--- config.mk ---
export PLATFORM = sky130hd
export DESIGN_NAME = fft_host_sequencer
export DESIGN_NICKNAME = d
export VERILOG_FILES = /design/src/rtl/fft_host_sequencer.sv
export SDC_FILE = /design/constraint.sdc
export NUM_CORES = 1
export LEC_CHECK = 0
export BUFFER_PORTS_ARGS = -buffer_cell sky130_fd_sc_hd__buf_2
export CAP_MARGIN = 5
export CORE_ASPECT_RATIO = 1.2
export CORE_MARGIN = 4
export CORE_UTILIZATION = 59
export DETAILED_ROUTE_END_ITERATION = 8
export PLACE_DENSITY = 0.8
export SLEW_MARGIN = 25
export SYNTH_ARGS = -nofsm -noshare
export SYNTH_HDL_FRONTEND = slang
export SYNTH_SLANG_ARGS = --single-unit
--- constraint.sdc ---
create_clock -name i_fft_base_clock -period 3.3 [get_ports i_fft_base_clock]
set_input_delay 0.165 -clock i_fft_base_clock [delete_from_list [all_inputs] [get_ports i_fft_base_clock]]
set_output_delay 0.165 -clock i_fft_base_clock [all_outputs]
set_load 0.02 [all_outputs]
--- src/rtl/fft_host_sequencer.sv ---
// Host-side initiator for the 1D FFT unit: buffers N samples, issues reset/start,
// loads the samples, waits for the done code, captures the results and drains them.
module fft_host_sequencer #(
    parameter int                    DATA_WIDTH = 16,
    parameter int                    LOG_N      = 3,
    parameter int                    SEQ_W      = 4,
    parameter int                    AGU_MODE_W = 3,
    parameter logic [AGU_MODE_W:0]   DONE_CODE  = 4'b1111,
    parameter int                    RD_LAT     = 2,
    parameter int                    TIMEOUT    = 4096
) (
    input  logic                              i_fft_base_clock,
    input  logic                              i_fft_reset,
    input  logic                              i_go,
    input  logic [SEQ_W-1:0]                  i_sequence,
    input  logic                              s_valid,
    output logic                              s_ready,
    input  logic [DATA_WIDTH-1:0]             s_data,
    output logic                              m_valid,
    input  logic                              m_ready,
    output logic [DATA_WIDTH-1:0]             m_data,
    output logic [SEQ_W+1:0]                  o_command,
    input  logic [LOG_N+2+AGU_MODE_W:0]       i_status,
    output logic [DATA_WIDTH-1:0]             o_data,
    output logic                              o_data_oe,
    input  logic [DATA_WIDTH-1:0]             i_data,
    output logic                              o_busy,
    output logic                              o_done,
    output logic                              o_error
);

    localparam int N        = 2 ** LOG_N;
    localparam int STATUS_W = LOG_N + 2 + AGU_MODE_W + 1;
    localparam int K_W      = LOG_N + 1;
    localparam int WAIT_W   = $clog2(TIMEOUT + 1);
    localparam int LAT_W    = $clog2(RD_LAT + 1);
    localparam int CNT_W    = (LAT_W < 1) ? 1 : LAT_W;

    localparam logic [K_W-1:0]    K_LAST    = K_W'(N - 1);
    localparam logic [K_W-1:0]    K_FULL    = K_W'(N);
    localparam logic [WAIT_W-1:0] WAIT_LAST = WAIT_W'(TIMEOUT - 1);
    localparam logic [CNT_W-1:0]  LAT_LAST  = CNT_W'(RD_LAT - 1);
    localparam logic [CNT_W-1:0]  RST_LAST  = CNT_W'(1);

    typedef enum logic [2:0] {
        S_IDLE,
        S_FILL,
        S_RST,
        S_START,
        S_LOAD,
        S_WAIT_DONE,
        S_CAPTURE,
        S_DRAIN
    } state_t;

    state_t                state;
    logic [SEQ_W-1:0]      seq;
    logic [K_W-1:0]        k;
    logic [CNT_W-1:0]      cnt;
    logic [WAIT_W-1:0]     wait_cnt;

    logic [DATA_WIDTH-1:0] sample_mem [N];
    logic                  mem_we;
    logic [LOG_N-1:0]      mem_waddr;
    logic [DATA_WIDTH-1:0] mem_wdata;
    logic                  done_seen;

    assign done_seen = (i_status[STATUS_W-1 -: AGU_MODE_W+1] == DONE_CODE);

    // One write port shared by the FILL path (upstream samples) and the CAPTURE path (results).
    always_comb begin
        // NOTE: every output of this block gets a default first, so no path leaves one unassigned (no latch).
        mem_we    = 1'b0;
        mem_waddr = k[LOG_N-1:0];
        mem_wdata = s_data;
        if (state == S_FILL && s_valid && s_ready) begin
            mem_we = 1'b1;
        end else if (state == S_CAPTURE && cnt == LAT_LAST) begin
            mem_we    = 1'b1;
            mem_wdata = i_data;
        end
    end

    // NOTE: the sample buffer is deliberately not reset; its contents are rewritten before every use.
    always_ff @(posedge i_fft_base_clock) begin
        if (mem_we) begin
            sample_mem[mem_waddr] <= mem_wdata;
        end
    end

    // NOTE: all state and registered outputs use non-blocking assignments so every update lands on the same edge.
    always_ff @(posedge i_fft_base_clock) begin
        if (i_fft_reset) begin
            state     <= S_IDLE;
            seq       <= '0;
            k         <= '0;
            cnt       <= '0;
            wait_cnt  <= '0;
            s_ready   <= 1'b0;
            m_valid   <= 1'b0;
            m_data    <= '0;
            o_command <= '0;
            o_data    <= '0;
            o_data_oe <= 1'b0;
            o_busy    <= 1'b0;
            o_done    <= 1'b0;
            o_error   <= 1'b0;
        end else begin
            o_done <= 1'b0;
            unique case (state)
                S_IDLE: begin
                    if (i_go) begin
                        seq     <= i_sequence;
                        o_error <= 1'b0;
                        k       <= '0;
                        s_ready <= 1'b1;
                        o_busy  <= 1'b1;
                        state   <= S_FILL;
                    end
                end

                S_FILL: begin
                    if (s_valid && s_ready) begin
                        if (k == K_LAST) begin
                            k         <= '0;
                            s_ready   <= 1'b0;
                            cnt       <= '0;
                            o_command <= {2'b10, seq};
                            state     <= S_RST;
                        end else begin
                            k <= k + 1'b1;
                        end
                    end
                end

                S_RST: begin
                    if (cnt == RST_LAST) begin
                        o_command <= {2'b01, seq};
                        state     <= S_START;
                    end else begin
                        cnt <= cnt + 1'b1;
                    end
                end

                // Preload the first sample so the bus carries data on the very first LOAD cycle.
                S_START: begin
                    o_command <= {2'b00, seq};
                    o_data_oe <= 1'b1;
                    o_data    <= sample_mem[0];
                    k         <= K_W'(1);
                    state     <= S_LOAD;
                end

                S_LOAD: begin
                    if (k == K_FULL) begin
                        o_data_oe <= 1'b0;
                        o_data    <= '0;
                        k         <= '0;
                        wait_cnt  <= '0;
                        state     <= S_WAIT_DONE;
                    end else begin
                        o_data <= sample_mem[k[LOG_N-1:0]];
                        k      <= k + 1'b1;
                    end
                end

                // The done code takes priority over a timeout in the same cycle.
                S_WAIT_DONE: begin
                    if (done_seen) begin
                        cnt   <= '0;
                        k     <= '0;
                        state <= S_CAPTURE;
                    end else if (wait_cnt == WAIT_LAST) begin
                        o_error   <= 1'b1;
                        o_command <= '0;
                        o_busy    <= 1'b0;
                        wait_cnt  <= '0;
                        state     <= S_IDLE;
                    end else begin
                        wait_cnt <= wait_cnt + 1'b1;
                    end
                end

                S_CAPTURE: begin
                    if (cnt != LAT_LAST) begin
                        cnt <= cnt + 1'b1;
                    end else if (k == K_LAST) begin
                        k       <= '0;
                        m_valid <= 1'b1;
                        m_data  <= (k == '0) ? i_data : sample_mem[0];
                        state   <= S_DRAIN;
                    end else begin
                        k <= k + 1'b1;
                    end
                end

                S_DRAIN: begin
                    if (m_ready) begin
                        if (k == K_LAST) begin
                            k         <= '0;
                            m_valid   <= 1'b0;
                            m_data    <= '0;
                            o_done    <= 1'b1;
                            o_busy    <= 1'b0;
                            o_command <= '0;
                            state     <= S_IDLE;
                        end else begin
                            k      <= k + 1'b1;
                            m_data <= sample_mem[k[LOG_N-1:0] + 1'b1];
                        end
                    end
                end

                default: state <= S_IDLE;
            endcase
        end
    end

endmodule

==> run_results.csv <==
group,metric,value,unit
detailed_routing,drc_errors,0,
layout,num_antenna_cells,0,
setup_path,cp_top_family,"simple AND/OR/NAND/NOR gates",
setup_path,cp_max_fo,10,
floorplanning,rows,50,
logic_synthesis,synth-main-ff-cell,"edfxtp_1",
timing,period_needed,2610,ps
clock_tree,insertion_delay,500,ps
placement,dpl.hpwl,15900,microns
logic_synthesis,ys_warn_count,0,
timing,drv_slew,0,
logic_synthesis,synth.distinct_cells,63,
clock_tree,cts_hold_buf,4,
timing,max_slew_margin,0.435,
layout,fin_util,0.695,
detailed_routing,vias,6888,
placement,place_congestion,0.878,
power,cellPowerDensity,494,mW/mm^2
detailed_routing,drtAntennaViolNets,0,
logic_synthesis,syn_nets,756,
power,ir_worst_vdd,0.000437,V
clock_tree,cts-resized-gates,0,
global_routing,overflow,0,
setup_path,path_class,"register to register",
clock_tree,cts_htree_levels,1,
setup_path,start_kind,"register",
global_routing,grt_usage,0.266,
clock_tree,clkSinkCount,201,
detailed_routing,via_per_inst,6.74,
global_routing,grt_pass1_vias,6989,
detailed_routing,routed.top_layer,"met4",
worst_hold_path,worstHoldPathType,"input pin to register",
global_routing,grt_pass1_wl,38500,microns
detailed_routing,routed_wl,24900,microns
logic_synthesis,synthesis.instances,702,
run_status,outcome,"finished clean",
floorplanning,initial_core_util,0.610,
timing,tns,0,ps
floorplanning,die_area,0.0184,sq mm
floorplanning,design.core.area,0.0158,sq mm
setup_path,slowest_delay,560,ps
clock_tree,cts_setup_buffers,0,
detailed_routing,dr.pass1.iters,5,
placement,port_buffers,88,
logic_synthesis,netlist_area,0.00961,sq mm
setup_path,cp-end-kind,"register",
setup_path,cp.buffers_inverters,1,
logic_synthesis,syn-mean-instance-area,13.7,sq um
timing,tightest_slew,842,ps
layout,area_growth,14.0,%
floorplanning,die_y,148,microns
timing,finalSetupViolations,0,
timing,rsz0062_at_grt,"no",
layout,nets,854,
global_routing,grt_antenna_before_repair,0,
clock_tree,numCtsBuffers,20,
logic_synthesis,ys_ff_latch,201,
logic_synthesis,synth_edf_count,128,
setup_path,cp.arrival,3050,ps
setup_path,critPathSlowestCell,"and2_0",
clock_tree,root_buffer,"clkbuf_16",
logic_synthesis,async_flop_share,0,
detailed_routing,drt-met1-wl,9100,microns
timing,post-route-period-util,0.792,
layout,layout-drive-gt1-share,0.306,
layout,final_cell_mix,"128 x edfxtp_1, 88 x buf_2, 77 x nor2_1",
global_routing,grt_max_degree,37,
setup_path,critPathRequiredTime,3730,ps
timing,final_hold_viol_count,0,
clock_tree,clk_pin_slew,70,ps
setup_path,cp_cell_sequence,"ha_1 > nand3b_1 > o31ai_1 > and2_0 > buf_4 > o21ai_0 > nor2_1",
timing,fin_worst_skew,9.43,ps
detailed_routing,wl_met3,2310,microns
layout,layout_commonest_cell,"edfxtp_1",
floorplanning,dieWidth,125,microns
detailed_routing,routedWlPerCell,24.4,microns
logic_synthesis,synth-seq-area-share,0.552,
power,p_leak,0.00407,uW
detailed_routing,met2_length,12500,microns
clock_tree,cts_tree,"yes",
timing,max_freq,382,MHz
clock_tree,clock_path_buffers,3,
detailed_routing,drt_iter0_markers,931,
floorplanning,pin_count,94,
flow_run,drv_cap,0,
[state kept, by name (all words and copies together), names as in the netlist, 2 cells and up, named ones only]
name	count
k	4
sample_mem	128
m_data	16
cnt	2
state	3
o_command	6
seq	4
o_data	16
wait_cnt	13
[per-layer routing]
layer | up-vias | track usage
met5 | - | 0
met4 | 0 | 0.117
met3 | 87 | 0.0510
met2 | 428 | 0.454
met1 | 3402 | 0.333
li1 | 2971 | -
[through the flow]
step	cells	cell area, sq um	hold slack (ps)	power [uW]	worst slack [ps]
final	1022	11000	34.4	5410	685
after global routing	1022	11000	53.5	5580	470
after CTS	1022	11000	24.6	5410	714
after detailed placement	982	10300	419	3360	783
after global placement	982	10300	401	3340	917
after floorplan	702	9610	312	3220	523
[area by class of cell]
| cell class | instances | area [sq um] |
|---|---|---|
| flip-flops and latches | 201 | 5310 |
| fillers | 1067 | 4810 |
| multi-input cells | 444 | 4030 |
| repair buffers | 126 | 736 |
| clock buffers | 28 | 552 |
| well taps | 208 | 260 |
| clock inverters | 8 | 37.5 |
| inverters | 7 | 26.3 |
[cell usage after synthesis (all sizes together), types with 3 or more instances]
| cell type | count | area (sq um) |
|---|---|---|
| a31oi | 3 | 18.8 |
| nand3 | 9 | 50.1 |
| o211a | 17 | 170 |
| nand3b | 5 | 37.5 |
| a311oi | 7 | 61.3 |
| ha | 4 | 50.1 |
| edfxtp | 128 | 3840 |
| mux2 | 16 | 180 |
| and2 | 5 | 31.3 |
| buf | 19 | 103 |
| and3 | 3 | 18.8 |
| and4 | 3 | 27.5 |
| mux2i | 55 | 551 |
| nor3 | 9 | 45.0 |
| dfxtp | 73 | 1460 |
| inv | 6 | 22.5 |
| o21ai | 29 | 145 |
| o22ai | 32 | 200 |
| nor2 | 79 | 302 |
| a21oi | 22 | 110 |
| nor3b | 3 | 27.5 |
| o211ai | 5 | 37.5 |
| mux4 | 64 | 1440 |
| nand2 | 28 | 105 |
| clkbuf | 31 | 166 |
| nand4 | 4 | 25.0 |
| nand2b | 5 | 31.3 |
| a32o | 6 | 60.1 |
[cell families (layout without fill, tap and decap cells)]
group | after synthesis | after routing | synth area share
compound gates | 136 | 136 | 0.0976
xor+xnor | 1 | 1 | 0.000911
fa+ha+maj | 4 | 4 | 0.00521
buf+inv | 57 | 169 | 0.0307
flops | 201 | 201 | 0.552
mux | 135 | 135 | 0.226
simple gates | 168 | 168 | 0.0876
[where the power goes]
group          total, uW  leakage, uW  switching, uW  internal [uW]
clock network       2090     0.000285            919           1170
logic                595      0.00204            344            251
registers           2720      0.00174           22.6           2700
[worst min-delay path, cell delays in order]
cell and delay [ps]:
buf_2 140, nand4_1 120, nor2_1 50
[worst paths after layout]
check | startpoint | to | slack, ps | cells past startpoint
max | k[1] | m_data[7] | 690 | 7
min | m_ready | o_done | 30 | 3
max reg2reg | k[1] | m_data[7] | 690 | 7
min reg2reg | o_command[4] | o_command[4] | 460 | 2
Power figures use the tool's default switching activity.
